### config.mk
export PLATFORM = sky130hd
export DESIGN_NAME = layer_sequencer
export DESIGN_NICKNAME = d
export VERILOG_FILES = /design/src/rtl/layer_sequencer.sv
export SDC_FILE = /design/constraint.sdc
export NUM_CORES = 1
export LEC_CHECK = 0
export ABC_AREA = 1
export ABC_CLOCK_PERIOD_IN_PS = 2900
export BUFFER_PORTS_ARGS = -buffer_cell sky130_fd_sc_hd__buf_2
export CAP_MARGIN = 20
export CORE_AREA = 2 2 77 116
export DETAILED_ROUTE_END_ITERATION = 6
export DIE_AREA = 0 0 79 118
export GPL_TIMING_DRIVEN = 0
export SLEW_MARGIN = 20
export SYNTH_ARGS = -nofsm -noshare
export SYNTH_HDL_FRONTEND = slang
export SYNTH_SLANG_ARGS = --single-unit
### constraint.sdc
create_clock -name clk -period 2.9 [get_ports clk]
set_input_delay 0.145 -clock clk [delete_from_list [all_inputs] [get_ports clk]]
set_output_delay 0.145 -clock clk [all_outputs]
set_load 0.02 [all_outputs]
### src/rtl/layer_sequencer.sv
// Sequences a forward pass through N_LAYERS conv layers: shift, start/wait/capture per layer, latch.
// Define LAYER_SEQ_PROFILE_EN to build the cycles_last/frames profiling counters.
module layer_sequencer #(
  parameter int unsigned N_LAYERS = 3,
  parameter int unsigned TIMEOUT  = 4095,
  parameter int unsigned CNT_W    = 32,
  localparam int unsigned CAP_W   = (N_LAYERS > 1) ? N_LAYERS - 1 : 1
) (
  input  logic                clk,
  input  logic                rst,
  input  logic                sample_tick,
  input  logic [N_LAYERS-1:0] conv_done,
  input  logic                clr_err,
  output logic                lsb_shift,
  output logic [N_LAYERS-1:0] conv_start,
  output logic [CAP_W-1:0]    cache_capture,
  output logic                out_latch,
  output logic                busy,
  output logic [2:0]          layer_idx,
  output logic                overrun,
  output logic                timeout_err,
  output logic [CNT_W-1:0]    cycles_last,
  output logic [CNT_W-1:0]    frames
);

  typedef enum logic [2:0] {StIdle, StShift, StStart, StWait, StCapture, StLatch} state_e;

  state_e              state_q;
  logic [N_LAYERS-1:0] layer_oh_q;
  logic [15:0]         wait_cnt_q;
  logic                done_sel;
  logic                last_layer;
  logic                accept;
  logic                done_go;
  logic                latch_go;

  assign done_sel   = |(conv_done & layer_oh_q);
  assign last_layer = layer_oh_q[N_LAYERS-1];
  assign accept     = ((state_q == StIdle) || (state_q == StLatch)) && sample_tick;
  // The first WAIT cycle still sees out_v from the previous frame, so it is skipped.
  assign done_go    = (state_q == StWait) && (wait_cnt_q != 16'd1) && done_sel;
  assign latch_go   = done_go && last_layer;

  always_ff @(posedge clk) begin
    if (rst) begin
      state_q       <= StIdle;
      layer_oh_q    <= '0;
      wait_cnt_q    <= '0;
      lsb_shift     <= 1'b0;
      conv_start    <= '0;
      cache_capture <= '0;
      out_latch     <= 1'b0;
      busy          <= 1'b0;
      layer_idx     <= '0;
      overrun       <= 1'b0;
      timeout_err   <= 1'b0;
    end else begin
      lsb_shift     <= 1'b0;
      conv_start    <= '0;
      cache_capture <= '0;
      out_latch     <= 1'b0;
      if (clr_err) begin
        overrun     <= 1'b0;
        timeout_err <= 1'b0;
      end
      unique case (state_q)
        StIdle, StLatch: begin
          layer_idx <= '0;
          if (accept) begin
            state_q   <= StShift;
            lsb_shift <= 1'b1;
            busy      <= 1'b1;
          end else begin
            state_q <= StIdle;
            busy    <= 1'b0;
          end
        end
        StShift: begin
          state_q    <= StStart;
          layer_oh_q <= N_LAYERS'(1);
          conv_start <= N_LAYERS'(1);
          layer_idx  <= '0;
        end
        StStart: begin
          state_q    <= StWait;
          wait_cnt_q <= 16'd1;
        end
        StWait: begin
          if (done_go) begin
            if (last_layer) begin
              state_q   <= StLatch;
              out_latch <= 1'b1;
              layer_idx <= '0;
            end else begin
              state_q       <= StCapture;
              cache_capture <= layer_oh_q[CAP_W-1:0];
            end
          end else if (wait_cnt_q == 16'(TIMEOUT)) begin
            state_q     <= StIdle;
            busy        <= 1'b0;
            layer_idx   <= '0;
            timeout_err <= 1'b1;
          end else begin
            wait_cnt_q <= wait_cnt_q + 16'd1;
          end
        end
        StCapture: begin
          state_q    <= StStart;
          layer_oh_q <= layer_oh_q << 1;
          conv_start <= layer_oh_q << 1;
          layer_idx  <= layer_idx + 3'd1;
        end
        default: state_q <= StIdle;
      endcase
      // A tick mid-pass is dropped; the set overrides a simultaneous clear.
      if (sample_tick && !((state_q == StIdle) || (state_q == StLatch))) begin
        overrun <= 1'b1;
      end
    end
  end

`ifdef LAYER_SEQ_PROFILE_EN
  logic [CNT_W-1:0] cyc_q;

  always_ff @(posedge clk) begin
    if (rst) begin
      cyc_q       <= '0;
      cycles_last <= '0;
      frames      <= '0;
    end else begin
      if (accept) begin
        cyc_q <= CNT_W'(1);
      end else if (state_q != StIdle) begin
        cyc_q <= cyc_q + CNT_W'(1);
      end
      if (latch_go) begin
        cycles_last <= cyc_q + CNT_W'(1);
        frames      <= frames + CNT_W'(1);
      end
    end
  end
`else
  assign cycles_last = '0;
  assign frames      = '0;
`endif

endmodule
==> flow_summary.yaml <==
status:
  outcome: "finished, final reports clean"
clock_tree:
  cts_resized: 0
  h-tree-depth: 2
  cts_made_buffers: 5
  insertion_delay_ps: 280
  cts_tree: "done"
  clockBufferDepth: 2
  cts.clk_slew.worst_paths_ps: 60
  cts.sink_count: 35
  cts_setup_buffers: 0
  root_buffer: "clkbuf_16"
  holdBufCountCts: 0
sta:
  grt_setup_unrepaired: "no"
  finalSetupViolations: 0
  fin_ws_ps: 953.2
  tns_ps: 0
  maxSlewViolCount: 0
  timing.fmax_mhz: 513.7
  fin_crit_sh: 0.6713
  tightestPinTransition_ps: 698.2
  hold_viol: 0
  slew_headroom: 0.5346
  clock_skew_ps: 4.930
  min_period_ps: 1947
power_and_ir_drop:
  power.total_uw: 1504
  leakage_uw: 0.001497
  peakVddDrop_v: 0.0002115
  p_per_area_nw_per_um2: 487.4
place:
  dp_hpwl_mm: 4.286
  dp_slack_ps: 937.1
  port_buffers: 18
  gp_congestion: 0.8507
  postPlaceCellArea_um2: 2917
global_routing:
  grt_pass1_wl_mm: 8.735
  grt_use_met2: 0.2150
  grt_max_degree: 13
  antenna_found_initial: 0
  overflow: 0
  use_met3: 0.03067
  top_usage_layer: "met2"
  grtUsageMet1: 0.1191
  grt_pass1_vias: 2000
  grt.total_usage: 0.1179
critical_path:
  cp.arrival_ps: 2080
  path_max_fanout: 7
  reg2regPathDepth: 10
  crit_end: "wait_cnt_q[9]$_SDFFE_PP0P_"
  worstSetupStartpoint: "wait_cnt_q[0]$_SDFFE_PP0P_"
  crit_required_ps: 3040
  path_class: "register to register"
  worstReg2RegStart: "wait_cnt_q[0]$_SDFFE_PP0P_"
  worstSetupStartpointType: "register"
  endpoint_kind: "register"
  reg2reg_to: "wait_cnt_q[9]$_SDFFE_PP0P_"
  r2r_slack_ps: 950
cells_and_area:
  nNetsFinal: 452
  mostFrequentLayoutCell: "nand2_1"
  syn2layout_area_growth_pct: 25.62
  design_area_um2: 3085
  final_cell_mix: "nand2_1, buf_4, conb_1"
  antenna_cells: 0
  drive_gt1_frac: 0.2980
yosys:
  ys.flop_type: "dfxtp_1"
  synth_area_um2: 2456
  async_flop_share: 0
  syn_area_per_cell_um2: 6.938
  synth_edf_count: 0
  synth_seq_area_share: 0.2853
  synth.distinct_cells: 34
  synth_top_area_cell: "dfxtp_1"
  synth_top_cell_area_share: 0.2853
  synth_seq_cells: 35
  synthTopCellsByArea: "dfxtp_1, buf_4, nand2_1, nor2_1, nand3_1"
  synthCells: 354
  ys_warn_count: 0
die:
  die_h_um: 118
  die_w_um: 79
  core_um2: 8310
  die_area_um2: 9322
  pin_count: 84
  initial_core_util: 0.2955
  rows: 41
routing:
  wl_per_cell_um: 9.735
  antenna_left: 0
  first_pass_iters: 4
  first_iter_violations: 63
  num_vias: 2165
  vias_per_cell: 3.936
  wl_mm: 5.354
  drc: 0
job:
  maxCapViolations: 0
worst_hold_path:
  hold_path.class: "input pin to register"
==> routing by layer <==
layer | wire length [um] | up-vias
li1 | - | 1160
met1 | 2020 | 906
met2 | 2799 | 85
met3 | 378 | 14
met4 | 155 | 0
met5 | 0 | -
==> how the worst min path moves through the flow <==
stage	from	end	slack [ps]	depth (start not counted)
2_1_floorplan	sample_tick	overrun$_SDFFE_PP0P_	290	2
3_3_place_gp	clr_err	overrun$_SDFFE_PP0P_	420	4
3_5_place_dp	sample_tick	overrun$_SDFFE_PP0P_	420	3
4_1_cts	sample_tick	overrun$_SDFFE_PP0P_	130	3
5_1_grt	sample_tick	overrun$_SDFFE_PP0P_	150	3
6_report	sample_tick	overrun$_SDFFE_PP0P_	130	3
==> synthesized netlist by cell type, drive strengths merged, types with 3 or more instances <==
library cell,n
ha,3
o21ai,4
clkbuf,3
dfxtp,35
inv,25
a21oi,20
nand2,90
nor2,57
buf,68
nand3,27
o21bai,4
==> power breakdown <==
group	internal, uW	switching (uW)
sequential	508	21.2
clock	405	206
combinational	130	234
==> kinds of logic (layout without fill, tap and decap cells) <==
logic type / after synthesis / in the layout / share of synthesized area
buffers and inverters: 97 / 123 / 0.2557
flip-flops: 35 / 35 / 0.2853
AO/OA/AOI/OAI: 34 / 34 / 0.09424
other: 1 / 64 / 0.001527
adder cells (fa/ha/maj): 3 / 3 / 0.01528
XOR/XNOR: 2 / 2 / 0.007133
AND/OR/NAND/NOR: 182 / 182 / 0.3408
==> per-stage QoR <==
| step | utilization | hold slack [ps] | cells |
|---|---|---|---|
| final | 0.3713 | 129.0 | 550 |
| after global routing | 0.3713 | 150.2 | 550 |
| after CTS | 0.3713 | 128.5 | 550 |
| after detailed placement | 0.3509 | 420.7 | 542 |
| after global placement | 0.3509 | 421.2 | 542 |
| after floorplan | - | 289.6 | 417 |
==> worst max-delay path, stage by stage, from the launching register on <==
cell and delay [ps]:
dfxtp_1 430, ha_1 270, nand2_2 100, nor2_4 200, nand2_4 90, inv_4 90, nand2_4 60, nand3_1 150
nand2_1 240, nand2_1 120, a21oi_1 70
==> flip-flops by register name, indices dropped and copies added, names as in the netlist <==
| signal | cells |
|---|---|
| timeout_err | 1 |
| wait_cnt_q | 16 |
| layer_idx | 3 |
| cache_capture | 2 |
| busy | 1 |
| layer_oh_q | 3 |
| out_latch | 1 |
| lsb_shift | 1 |
| state_q | 3 |
| overrun | 1 |
| conv_start | 3 |
==> cell type report <==
class / count / area [um^2]
clock inverters: 3 / 43.79
clock buffers: 5 / 125.1
plain buffers: 71 / 528.0
multi-input cells: 285 / 1364
flip-flops and latches: 35 / 700.7
well taps: 107 / 133.9
fillers: 920 / 5225
inverters: 26 / 100.1
repair buffers: 18 / 90.09
(Power assumes the default switching activity.)
